==> src/rtl/mult_share_ctrl.sv <==
// Round-robin arbiter and sequencer for the shared shift-add multiplier datapath.
// Grants one of two requesters, steps the datapath through WIDTH add/shift iterations, then acks.
module mult_share_ctrl #(
  parameter int WIDTH = 32,
  parameter int CNT_W = 6
) (
  input  logic                 clk,
  input  logic                 reset,
  input  logic                 req0,
  input  logic                 req1,
  input  logic [WIDTH-1:0]     a0,
  input  logic [WIDTH-1:0]     b0,
  input  logic [WIDTH-1:0]     a1,
  input  logic [WIDTH-1:0]     b1,
  output logic                 ack0,
  output logic                 ack1,
  output logic [2*WIDTH-1:0]   result,
  output logic                 busy,
  output logic [WIDTH-1:0]     mcand,
  output logic [WIDTH-1:0]     mplier,
  output logic                 lm,
  output logic                 lp,
  output logic                 add_en,
  output logic                 sm,
  input  logic                 dp_lsb,
  input  logic [2*WIDTH-1:0]   dp_product
);

  typedef enum logic [2:0] {IDLE, LOAD, TEST, SHIFT, DONE} state_t;

  state_t               state_q, state_d;
  logic [CNT_W-1:0]     cnt_q, cnt_d;
  logic                 last_q, last_d;
  logic                 gnt_q, gnt_d;
  logic                 ack0_q, ack0_d;
  logic                 ack1_q, ack1_d;
  logic [2*WIDTH-1:0]   result_q, result_d;
  logic [WIDTH-1:0]     mcand_q, mcand_d;
  logic [WIDTH-1:0]     mplier_q, mplier_d;
  logic                 grant_sel;

  always_ff @(posedge clk or posedge reset) begin
    if (reset) begin
      state_q  <= IDLE;
      cnt_q    <= '0;
      last_q   <= 1'b1;
      gnt_q    <= 1'b0;
      ack0_q   <= 1'b0;
      ack1_q   <= 1'b0;
      result_q <= '0;
      mcand_q  <= '0;
      mplier_q <= '0;
    end else begin
      state_q  <= state_d;
      cnt_q    <= cnt_d;
      last_q   <= last_d;
      gnt_q    <= gnt_d;
      ack0_q   <= ack0_d;
      ack1_q   <= ack1_d;
      result_q <= result_d;
      mcand_q  <= mcand_d;
      mplier_q <= mplier_d;
    end
  end

  always_comb begin
    state_d   = state_q;
    cnt_d     = cnt_q;
    last_d    = last_q;
    gnt_d     = gnt_q;
    ack0_d    = 1'b0;
    ack1_d    = 1'b0;
    result_d  = result_q;
    mcand_d   = mcand_q;
    mplier_d  = mplier_q;
    grant_sel = 1'b0;
    lm        = 1'b0;
    lp        = 1'b0;
    add_en    = 1'b0;
    sm        = 1'b0;

    case (state_q)
      IDLE: begin
        // An ack cycle never grants, so a requester can drop req off its ack.
        if ((req0 || req1) && !ack0_q && !ack1_q) begin
          grant_sel = (req0 && req1) ? ~last_q : req1;
          gnt_d     = grant_sel;
          mcand_d   = grant_sel ? a1 : a0;
          mplier_d  = grant_sel ? b1 : b0;
          state_d   = LOAD;
        end
      end
      LOAD: begin
        lm      = 1'b1;
        lp      = 1'b1;
        cnt_d   = '0;
        state_d = TEST;
      end
      TEST: begin
        add_en  = dp_lsb;
        state_d = SHIFT;
      end
      SHIFT: begin
        sm = 1'b1;
        if (cnt_q == CNT_W'(WIDTH - 1)) begin
          cnt_d   = '0;
          state_d = DONE;
        end else begin
          cnt_d   = cnt_q + CNT_W'(1);
          state_d = TEST;
        end
      end
      DONE: begin
        result_d = dp_product;
        ack0_d   = ~gnt_q;
        ack1_d   = gnt_q;
        last_d   = gnt_q;
        state_d  = IDLE;
      end
      default: state_d = IDLE;
    endcase
  end

  assign ack0   = ack0_q;
  assign ack1   = ack1_q;
  assign result = result_q;
  assign mcand  = mcand_q;
  assign mplier = mplier_q;
  assign busy   = (state_q != IDLE);

endmodule

==> config.mk <==
export PLATFORM = sky130hd
export DESIGN_NAME = mult_share_ctrl
export DESIGN_NICKNAME = d
export VERILOG_FILES = /design/src/rtl/mult_share_ctrl.sv
export SDC_FILE = /design/constraint.sdc
export NUM_CORES = 1
export LEC_CHECK = 0
export ABC_AREA = 1
export CAP_MARGIN = 20
export CORE_AREA = 2 2 128 130
export CTS_BUF_LIST = sky130_fd_sc_hd__clkbuf_8
export DETAILED_ROUTE_END_ITERATION = 8
export DIE_AREA = 0 0 130 132
export HOLD_SLACK_MARGIN = 0.08
export PLACE_DENSITY = 0.83
export SYNTH_ARGS = -nofsm -noshare
export SYNTH_HDL_FRONTEND = slang
export SYNTH_SLANG_ARGS = --single-unit
==> constraint.sdc <==
create_clock -name clk -period 5.65 [get_ports clk]
set_input_delay 1.13 -clock clk [delete_from_list [all_inputs] [get_ports clk]]
set_output_delay 1.13 -clock clk [all_outputs]
set_load 0.02 [all_outputs]
======== Word-level counts from Yosys, hierarchy flattened ========
Cells that the tools add are included.
storage, ports and cells
  output and inout bits ................... 135
  register bits ........................... 141
  logic and storage cells ................. 41
operators by class
  multiplexer cells ....................... 13
  bitwise operators ....................... 2
  eq/ne operators ......................... 6
  add/subtract/negate cells ............... 1
  reductions and logical operators ........ 10
operators with widths
  kind                                                              count
  32-bit 2-to-1 mux                                                 2
  3-bit one-hot mux with 4 select lines                             1
  6-bit one-hot mux with 2 select lines                             1
  6-bit by 1-bit adder with 6-bit output (second input constant)    1
  3-bit by 2-bit == test with 1-bit output (second input constant)  2
  6-bit by 5-bit == test with 1-bit output (second input constant)  1
  1-bit 2-to-1 mux                                                  6
  3-bit 2-to-1 mux                                                  2
  6-bit 2-to-1 mux                                                  1
  3-bit by 1-bit == test with 1-bit output (second input constant)  1
  3-bit == test (second input constant)                             1
  1-bit logical AND                                                 3
  3-bit zero test                                                   1
  3-bit nonzero test                                                1
  1-bit zero test                                                   2
  2-bit inequality test (second input constant)                     1
  1-bit inverter                                                    2
  2-bit AND reduction                                               1
  2-bit nonzero test                                                1
  1-bit logical OR                                                  1

======== Longest topological paths before layout ========
Gate-level depths: netlist of the first run.
  depth after elaboration ................. 5
  depth in mapped cells ................... 9
  gate-level depth less buffers ........... 7

======== Least setup slack after synthesis of the first run ========
OpenSTA, ideal clock, no wires.
  path kind ............................... input-to-output
  start point ............................. input port dp_lsb
  end point ............................... output port add_en
  stages .................................. 2
  slack ................................... 3.076 ns
  arrival time ............................ 1.444 ns
  cell sequence ........................... inv_1 > nor2_1
between the ends
  cells in the longest elaborated chain, start to end .. 1
ends and longest elaborated chain
  what                RTL line  RTL
  start: declaration  25        input logic dp_lsb,
  1-bit 2-to-1 mux    82        case (state_q)
  end: declaration    23        output logic add_en,
Every way passes these cells.

======== Worst setup path in the final report of the first run ========
  start point ............................. register state_q[2]
  end point ............................... output port add_en
between the ends
  cells in the longest elaborated chain, start to end .. 2
ends and longest elaborated chain
  what                                      RTL line  RTL
  start: declaration                        31        state_t state_q, state_d;
  start signal: assignment                  54        state_q <= state_d;
  3-bit by 2-bit == test with 1-bit output  82
  1-bit 2-to-1 mux                          82
Every way passes these cells.

==> results of run 1 <==
[Yosys cell counts]
library cell | number | share of area [%]
nand2_1 | 539 | 32
dfrtp_1 | 140 | 55
nand3_1 | 72 | 5.7
buf_2 | 28 | 2.2
inv_1 | 12 | 0.71
nor2_1 | 10 | 0.59
clkbuf_1 | 9 | 0.53
buf_4 | 8 | 0.95
o21ai_0 | 4 | 0.32
buf_1 | 3 | 0.18
nand4_1 | 2 | 0.20
a21oi_1 | 1 | 0.079
buf_6 | 1 | 0.18
dfstp_2 | 1 | 0.41
ha_1 | 1 | 0.20
inv_2 | 1 | 0.059
nand2_2 | 1 | 0.099
nor2_2 | 1 | 0.099
nor2_4 | 1 | 0.18
o21bai_1 | 1 | 0.12
o22ai_1 | 1 | 0.099
or2_2 | 1 | 0.099
[worst reg2reg max path, delay by kind of cell (launching register included)]
family / cells / cell delay [ns]
flip-flops: 1 / 0.34
AND/OR/NAND/NOR: 4 / 0.45
buffers and inverters: 5 / 1.72
[layout make-up]
cell class | count | area (sq um) | share of cell area (%)
Sequential cell | 141 | 3530 | 34.5
Timing Repair Buffer | 340 | 3390 | 33.2
Multi-Input combinational cell | 635 | 2520 | 24.7
Tap cell | 216 | 270 | 2.64
Clock buffer | 19 | 262 | 2.56
Clock inverter | 13 | 188 | 1.84
Inverter | 13 | 53.8 | 0.526
[worst max path at each step]
| stage | from | to | slack [ns] | depth (start not counted) |
|---|---|---|---|---|
| floorplan | reset | ack0 | 0.74 | 1 |
| global placement | dp_lsb | add_en | 2.19 | 4 |
| detailed placement | dp_lsb | add_en | 2.21 | 4 |
| CTS | state_q[2] | add_en | 2.13 | 5 |
| global route | state_q[2] | add_en | 1.95 | 5 |
| finish | state_q[2] | add_en | 2.17 | 5 |
[sequential cells by signal, indices dropped and copies added, names as in the netlist]
register  cells
result       64
mcand        32
mplier       32
cnt_q         6
state_q       3
ack0          1
ack1          1
gnt_q         1
last_q        1
[stage by stage]
stage          hold slack, ns  setup slack [ns]
2_1_floorplan           0.403             0.740
3_3_place_gp            0.408              2.19
3_5_place_dp            0.423              2.21
4_1_cts                 0.433              2.13
5_1_grt                 0.476              1.95
6_report                0.427              2.17
[per-layer routing]
layer	up-vias	part of all wire (%)	track usage, %
li1	3183	-	-
met1	2936	38	25.9
met2	268	48	40.1
met3	36	11	9.98
met4	0	3.0	9.38
met5	-	0	0
[power groups by stage]
| stage | sequential (mW) | clock [mW] | combinational (mW) |
|---|---|---|---|
| 2_1_floorplan | 1.03 | 0 | 0.0614 |
| 3_3_place_gp | 1.03 | 0 | 0.213 |
| 3_5_place_dp | 1.03 | 0 | 0.215 |
| 4_1_cts | 1.01 | 0.928 | 0.216 |
| 5_1_grt | 1.01 | 0.987 | 0.237 |
| 6_report | 1.01 | 0.910 | 0.215 |
[cells by family (layout without fill, tap and decap cells)]
family	count (synthesis)	count (layout)	share of synthesized area [%]
buf+inv	62	385	4.81
compound gates	7	7	0.611
fa+ha+maj	1	1	0.197
simple gates	627	627	38.8
flops	141	141	55.6
==> flow_summary.json, run 1 <==
{
  "root_buffer": "clkbuf_8",
  "fin_util_pct": 65.1,
  "mostFrequentLayoutCells": "537 x nand2_1, 331 x clkdlybuf4s50_1, 139 x dfrtp_1",
  "vdd_drop_max_v": 0.000150,
  "pin_count": 332,
  "synthesis.area_sq_mm": 0.00635,
  "rows": 46,
  "overflow": 0,
  "cp_num_buf_inv": 3,
  "initial_core_util_pct": 40.4,
  "grt_max_degree": 68,
  "hp-class": "reg2reg",
  "fin_skew_ns": 0.0116,
  "stdcell_count": 1377,
  "r2r.worst_path.cells": 9,
  "final.setup.tns_ns": 0,
  "routed_via_density": 4.66,
  "cts.sinks": 141,
  "hold_start": "gnt_q",
  "cts-hold-fix-buffers": 0,
  "drc": 0,
  "n_antenna_cell": 0,
  "slowest_stage": "buf_4",
  "r2r-start": "state_q[2]",
  "powerDensity_mw_per_mm2": 209,
  "antenna_found_initial": 0,
  "yosysSeqAreaShare_pct": 55.6,
  "critPathCaptureType": "output pin",
  "fmax_mhz": 288,
  "r2r_end": "mcand[11]",
  "rrSetupSlack_ns": 3.07,
  "pwr-share-comb_pct": 10.1,
  "die-area_sq_mm": 0.0172,
  "gp_congestion": 0.801,
  "tightestPinTransition_ns": 0.711,
  "critPathKind": "reg2out",
  "clkPwrFrac_pct": 42.7,
  "core_sq_mm": 0.0157,
  "grt_pass1_vias": 6336,
  "slew_viol_final": 0,
  "drive_gt1_share_pct": 4.39,
  "syn2layout_area_growth_pct": 61.0,
  "crit_required_ns": 4.52,
  "status": "finished clean",
  "p_int_mw": 1.65,
  "cp_data_arrival_time_ns": 2.35,
  "placed_area_sq_mm": 0.00975,
  "rsz0062_at_grt": "false",
  "p_sw_share_pct": 22.5,
  "period_minus_slack_ns": 3.48,
  "p_total_mw": 2.13,
  "cp_cell_sequence": "buf_4 -> inv_1 -> nand3_1 -> nor2_1 -> clkdlybuf4s50_1",
  "post-cts-setup-buffers": 0,
  "grtUsageTotal_pct": 23.6,
  "switchingPower_mw": 0.480,
  "routed_wl_um": 20400,
  "synth_cells": 838,
  "hold_depth": 1,
  "seq_power_share_pct": 47.3,
  "yosysUniqueCellTypes": 22,
  "nets": 1346,
  "setup_viol": 0,
  "vias": 6423,
  "synth_warnings": 0,
  "worstSetupStartpointType": "flop",
  "drv_cap": 0,
  "min_to": "ack0",
  "cp_max_fo": 67,
  "nFillCells": 1334,
  "dp_hpwl_um": 14700,
  "fin_area_sq_mm": 0.0102,
  "slowest_delay_ns": 0.53,
  "clockBufferDepth": 2,
  "grt_pass1_wl_um": 31600,
  "synth-seq-cells": 141,
  "h-tree-depth": 4,
  "drt_iter0_drc": 283,
  "cts_resized": 0,
  "period_share_pct": 61.5,
  "cp_top_family": "buffers and inverters",
  "power.leakage_nw": 5.01,
  "cts_tree": "built",
  "die_h_um": 132,
  "port_buffers": 331,
  "placed_cells": 1344,
  "cts_buffers": 17,
  "insertion_delay_ns": 0.44,
  "firstDrtPassIters": 4,
  "die_x_um": 130,
  "ant_nets": 0,
  "hold_viol": 0,
  "layout_commonest_cell": "nand2_1",
  "max_slew_margin_pct": 52.6,
  "clk_pin_slew_ns": 0.08,
  "avgSynthCellArea_sq_um": 7.58,
  "wl_per_cell_um": 14.8,
  "synth_fp_nets": 1036
}
No activity file was read; power rests on OpenSTA's default activity.
==> run 2: changes to the inputs <==
==> constraint.sdc (replaced) <==
create_clock -name clk -period 3.33 [get_ports clk]
set_input_delay 0.666 -clock clk [delete_from_list [all_inputs] [get_ports clk]]
set_output_delay 0.666 -clock clk [all_outputs]
set_load 0.02 [all_outputs]
==> run 2 against run 1 <==
Against the previous run:
- power grew 54%
- critical endpoint unchanged
- clock skew is essentially flat
- worst setup slack lost 1.6 ns
- design area shrank 0.70%
- core utilization shrank 0.45 points
==> flow_summary.json, run 2 (synthesis gave the netlist of run 1 again) <==
{
  "clk_pin_slew_ns": 0.08,
  "switchingPower_mw": 0.809,
  "post-cts-setup-buffers": 0,
  "r2r.worst_path.cells": 6,
  "die_h_um": 132,
  "stdcell_count": 1378,
  "grtUsageTotal_pct": 23.6,
  "routed_via_density": 4.64,
  "worstSetupStartpointType": "flop",
  "critPathCaptureType": "output pin",
  "rrSetupSlack_ns": 1.26,
  "layout_commonest_cell": "nand2_1",
  "root_buffer": "clkbuf_8",
  "hp-class": "reg2reg",
  "drive_gt1_share_pct": 4.30,
  "cp.depth": 4,
  "insertion_delay_ns": 0.44,
  "wl_per_cell_um": 14.8,
  "nets": 1347,
  "grt_pass1_vias": 6199,
  "dp_hpwl_um": 15100,
  "initial_core_util_pct": 40.4,
  "drt_iter0_drc": 230,
  "fin_skew_ns": 0.0119,
  "powerDensity_mw_per_mm2": 324,
  "die-area_sq_mm": 0.0172,
  "rows": 46,
  "cts.sinks": 141,
  "antenna_found_initial": 0,
  "crit_end": "add_en",
  "drc": 0,
  "cts_resized": 0,
  "clockBufferDepth": 2,
  "vias": 6392,
  "cp_max_fo": 11,
  "setup_viol": 0,
  "overflow": 0,
  "preCtsSetupSlack_ns": 0.736,
  "cp_cell_sequence": "inv_1 -> nand3_1 -> nor2_1 -> clkdlybuf4s50_1",
  "drv_cap": 0,
  "firstDrtPassIters": 4,
  "cp_top_family": "buffers and inverters",
  "syn2layout_area_growth_pct": 59.9,
  "p_int_mw": 2.48,
  "r2r_end": "result[56]",
  "placed_area_sq_mm": 0.00980,
  "largest_reg_flops": 64,
  "grt_pass1_wl_um": 31600,
  "die_x_um": 130,
  "setup_slack_ns": 0.620,
  "tightestPinTransition_ns": 0.662,
  "pin_count": 332,
  "critPathKind": "reg2out",
  "clkPwrFrac_pct": 36.8,
  "power.leakage_nw": 4.97,
  "cp_num_buf_inv": 2,
  "worst_hold_slack_ns": 0.436,
  "p_total_mw": 3.29,
  "max_slew_margin_pct": 55.9,
  "status": "finished clean",
  "cts_tree": "built",
  "h-tree-depth": 4,
  "cts_buffers": 17,
  "period_minus_slack_ns": 2.71,
  "seq_power_share_pct": 52.0,
  "fmax_mhz": 369,
  "r2r-start": "state_q[1]",
  "routed_wl_um": 20500,
  "slowest_stage": "clkdlybuf4s50_1",
  "rsz0062_at_grt": "false",
  "fin_area_sq_mm": 0.0102,
  "mostFrequentLayoutCells": "537 x nand2_1, 331 x clkdlybuf4s50_1, 139 x dfrtp_1",
  "core_sq_mm": 0.0157,
  "placed_cells": 1346,
  "cp_data_arrival_time_ns": 2.04,
  "slew_viol_final": 0,
  "p_sw_share_pct": 24.6,
  "cts-hold-fix-buffers": 0,
  "port_buffers": 331,
  "cp-startpoint": "state_q[2]",
  "slowest_delay_ns": 0.63,
  "gp_congestion": 0.799,
  "pwr-share-comb_pct": 11.2,
  "grt_max_degree": 66,
  "hold_viol": 0,
  "final.setup.tns_ns": 0,
  "ant_nets": 0,
  "crit_required_ns": 2.66,
  "vdd_drop_max_v": 0.000182,
  "period_share_pct": 81.4,
  "fin_util_pct": 64.6,
  "n_antenna_cell": 0,
  "nFillCells": 1353
}
run 2: cell count changes in the layout (fill, tap and decap cells not counted), sizes merged:
cell	change
buf	+1
clkinvlp	+3
bufinv	-4
inv	+2
clkbuf	-1
run 2: layout make-up:
type / instances / area [sq um] / share of cell area, %
multi-input cells: 635 / 2520 / 24.9
repair buffers: 341 / 3430 / 33.7
well taps: 216 / 270 / 2.66
inverters: 13 / 52.6 / 0.518
clock buffers: 18 / 248 / 2.44
flip-flops and latches: 141 / 3530 / 34.8
clock inverters: 14 / 98.8 / 0.974
run 2: power by group through the flow:
stage | Clock (mW) | Sequential, mW | Combinational, mW
after CTS | 1.25 | 1.71 | 0.373
final | 1.21 | 1.71 | 0.369
after global routing | 1.33 | 1.71 | 0.405
after floorplan | 0 | 1.75 | 0.105
after global placement | 0 | 1.74 | 0.369
after detailed placement | 0 | 1.74 | 0.372
run 2: routing by layer:
layer	vias up	wire length, um	global-route usage, %	part of all wire [%]
met5	-	0	0	0
met4	0	610	9.68	3.0
met3	37	2160	9.82	11
met2	261	9910	39.2	48
met1	2913	7770	26.6	38
li1	3181	-	-	-
run 2: how the worst min path moves through the flow:
| stage | startpoint | endpoint | slack (ns) | cells past startpoint |
|---|---|---|---|---|
| after floorplan | gnt_q | ack0 | 0.40 | 1 |
| after global placement | gnt_q | ack0 | 0.41 | 1 |
| after detailed placement | gnt_q | ack0 | 0.43 | 1 |
| after CTS | gnt_q | ack0 | 0.44 | 1 |
| after global routing | gnt_q | ack0 | 0.44 | 1 |
| final | gnt_q | ack0 | 0.44 | 1 |
==> run 3: changes to the inputs <==
--- a/config.mk
+++ b/config.mk
@@ -7,12 +7,11 @@
 export LEC_CHECK = 0
 export ABC_AREA = 1
 export CAP_MARGIN = 20
-export CORE_AREA = 2 2 128 130
+export CORE_UTILIZATION = 37
 export CTS_BUF_LIST = sky130_fd_sc_hd__clkbuf_8
 export DETAILED_ROUTE_END_ITERATION = 8
-export DIE_AREA = 0 0 130 132
 export HOLD_SLACK_MARGIN = 0.08
-export PLACE_DENSITY = 0.83
+export PLACE_DENSITY = 0.8
 export SYNTH_ARGS = -nofsm -noshare
 export SYNTH_HDL_FRONTEND = slang
 export SYNTH_SLANG_ARGS = --single-unit
==> constraint.sdc (replaced) <==
create_clock -name clk -period 2.32 [get_ports clk]
set_input_delay 0.464 -clock clk [delete_from_list [all_inputs] [get_ports clk]]
set_output_delay 0.464 -clock clk [all_outputs]
set_load 0.02 [all_outputs]
==> run 3 against run 2 <==
Against the previous run:
- core utilization decreased by 3.0 points
- cell count increased by 0.44%
- power increased by 50%
- worst setup slack got worse by 0.47 ns
- flip-flop and latch count unchanged
- count of clock-buffer cells in the layout increased by 1
- register-to-register slack got worse by 0.73 ns
- non-clock buffer count increased by 3
- die area increased by 3.1%
- critical path type unchanged
- critical endpoint is now busy
- largest cell class unchanged
- largest power group unchanged
- highest routed layer unchanged
==> flow_summary.json, run 3 (synthesis gave the netlist of run 1 again) <==
{
  "fin_skew_ns": 0.00834,
  "worstSetupStartpointType": "flop",
  "h-tree-depth": 4,
  "syn2layout_area_growth_pct": 61.5,
  "cp.depth": 3,
  "pin_count": 332,
  "power.leakage_nw": 5.05,
  "cp_top_family": "buffers and inverters",
  "routed_via_density": 4.62,
  "die_x_um": 133,
  "antenna_found_initial": 0,
  "status": "finished clean",
  "drt_iter0_drc": 234,
  "r2r.worst_path.cells": 5,
  "clk_pin_slew_ns": 0.08,
  "max_slew_margin_pct": 53.3,
  "period_share_pct": 93.4,
  "cts_buffers": 17,
  "tightestPinTransition_ns": 0.700,
  "grt_pass1_wl_um": 32100,
  "cp_max_fo": 5,
  "setup_viol": 0,
  "grt_max_degree": 81,
  "n_antenna_cell": 0,
  "rows": 47,
  "die-area_sq_mm": 0.0177,
  "min_to": "ack0",
  "switchingPower_mw": 1.14,
  "hold_viol": 0,
  "r2r-start": "state_q[2]",
  "routed_wl_um": 20000,
  "vdd_drop_max_v": 0.000274,
  "critPathCaptureType": "output pin",
  "critPathKind": "reg2out",
  "vias": 6390,
  "mostFrequentLayoutCells": "537 x nand2_1, 327 x clkdlybuf4s50_1, 139 x dfrtp_1",
  "slew_viol_final": 0,
  "cp_data_arrival_time_ns": 1.70,
  "ant_nets": 0,
  "fin_area_sq_mm": 0.0103,
  "placed_area_sq_mm": 0.00987,
  "clkPwrFrac_pct": 39.4,
  "overflow": 0,
  "initial_core_util_pct": 38.2,
  "p_int_mw": 3.80,
  "nFillCells": 1473,
  "hp-class": "reg2reg",
  "fmax_mhz": 462,
  "gp_congestion": 0.839,
  "drc": 0,
  "nets": 1350,
  "hold_start": "gnt_q",
  "core_sq_mm": 0.0166,
  "r2r_end": "result[23]",
  "hold_depth": 1,
  "wl_per_cell_um": 14.4,
  "layout_commonest_cell": "nand2_1",
  "largest_reg_flops": 64,
  "p_sw_share_pct": 23.0,
  "insertion_delay_ns": 0.43,
  "dp_hpwl_um": 14400,
  "pwr-share-comb_pct": 10.8,
  "drv_cap": 0,
  "period_minus_slack_ns": 2.17,
  "cts.sinks": 141,
  "post-cts-setup-buffers": 0,
  "rsz0062_at_grt": "false",
  "root_buffer": "clkbuf_8",
  "firstDrtPassIters": 5,
  "grt_pass1_vias": 6249,
  "rrSetupSlack_ns": 0.53,
  "slowest_stage": "clkdlybuf4s50_1",
  "clockBufferDepth": 2,
  "powerDensity_mw_per_mm2": 481,
  "final.setup.tns_ns": 0,
  "die_h_um": 133,
  "cts_tree": "built",
  "cp_cell_sequence": "nor2_4 -> nand2_2 -> clkdlybuf4s50_1",
  "grtUsageTotal_pct": 23.2,
  "cp_num_buf_inv": 1,
  "crit_required_ns": 1.86,
  "seq_power_share_pct": 49.8,
  "port_buffers": 331,
  "slowest_delay_ns": 0.56,
  "drive_gt1_share_pct": 4.55
}
-- run 3: changes by cell type in the layout (fill, tap and decap cells not counted) --
| cell | change |
|---|---|
| buf_12 | +3 |
| bufinv_16 | +2 |
| clkbuf_8 | +1 |
| clkdlybuf4s50_1 | -4 |
| clkinv_2 | +2 |
| clkinv_4 | -2 |
| clkinvlp_4 | -1 |
| dlygate4sd2_1 | +3 |
| dlymetal6s2s_1 | +1 |
| inv_1 | -1 |
| inv_6 | -2 |
-- run 3: area by class of cell --
type | instances | area [sq um] | area share [%]
clock inverter | 12 | 123 | 1.20
multi-input combinational | 635 | 2520 | 24.6
timing repair buffer | 344 | 3480 | 34.0
clock buffer | 19 | 262 | 2.55
tap | 220 | 275 | 2.68
inverter | 13 | 52.6 | 0.513
sequential | 141 | 3530 | 34.4
-- run 3: what timing repair did --
item                                    4_1_cts  5_1_grt
hold buffers                                  0        0
endpoints found under the setup margin        3        1
resized for setup                             3        1
-- run 3: how the worst max path moves through the flow --
| stage | from | endpoint |
|---|---|---|
| after detailed placement | dp_lsb | add_en |
| after CTS | state_q[0] | sm |
| after global placement | dp_lsb | add_en |
| after floorplan | reset | ack0 |
| final | state_q[1] | busy |
| after global routing | state_q[1] | busy |
-- run 3: power by group through the flow --
stage / combinational (mW) / sequential (mW) / clock (mW)
floorplan: 0.150 / 2.50 / 0
CTS: 0.542 / 2.46 / 2.01
global placement: 0.536 / 2.50 / 0
detailed placement: 0.541 / 2.50 / 0
global route: 0.585 / 2.46 / 2.10
finish: 0.535 / 2.46 / 1.94
-- run 3: routing by layer --
layer  GRT usage [%]  share of wire (%)  vias to the layer above
met3            8.77                9.8                       37
met2            38.8                 48                      254
li1                -                  -                     3186
met4            9.77                2.7                        0
met1            26.5                 39                     2913
met5               0                  0                        -
-- run 3: metrics by stage --
stage,util [%],worst slack [ns],std cells,hold WS [ns],power [mW]
final,61.6,0.154,1384,0.426,4.93
after global routing,61.6,0.0546,1384,0.465,5.14
after CTS,61.6,0.0692,1384,0.429,5.00
after detailed placement,59.3,0.195,1353,0.417,3.04
after global placement,59.3,0.190,1353,0.409,3.04
after floorplan,-,0.0937,838,0.403,2.65
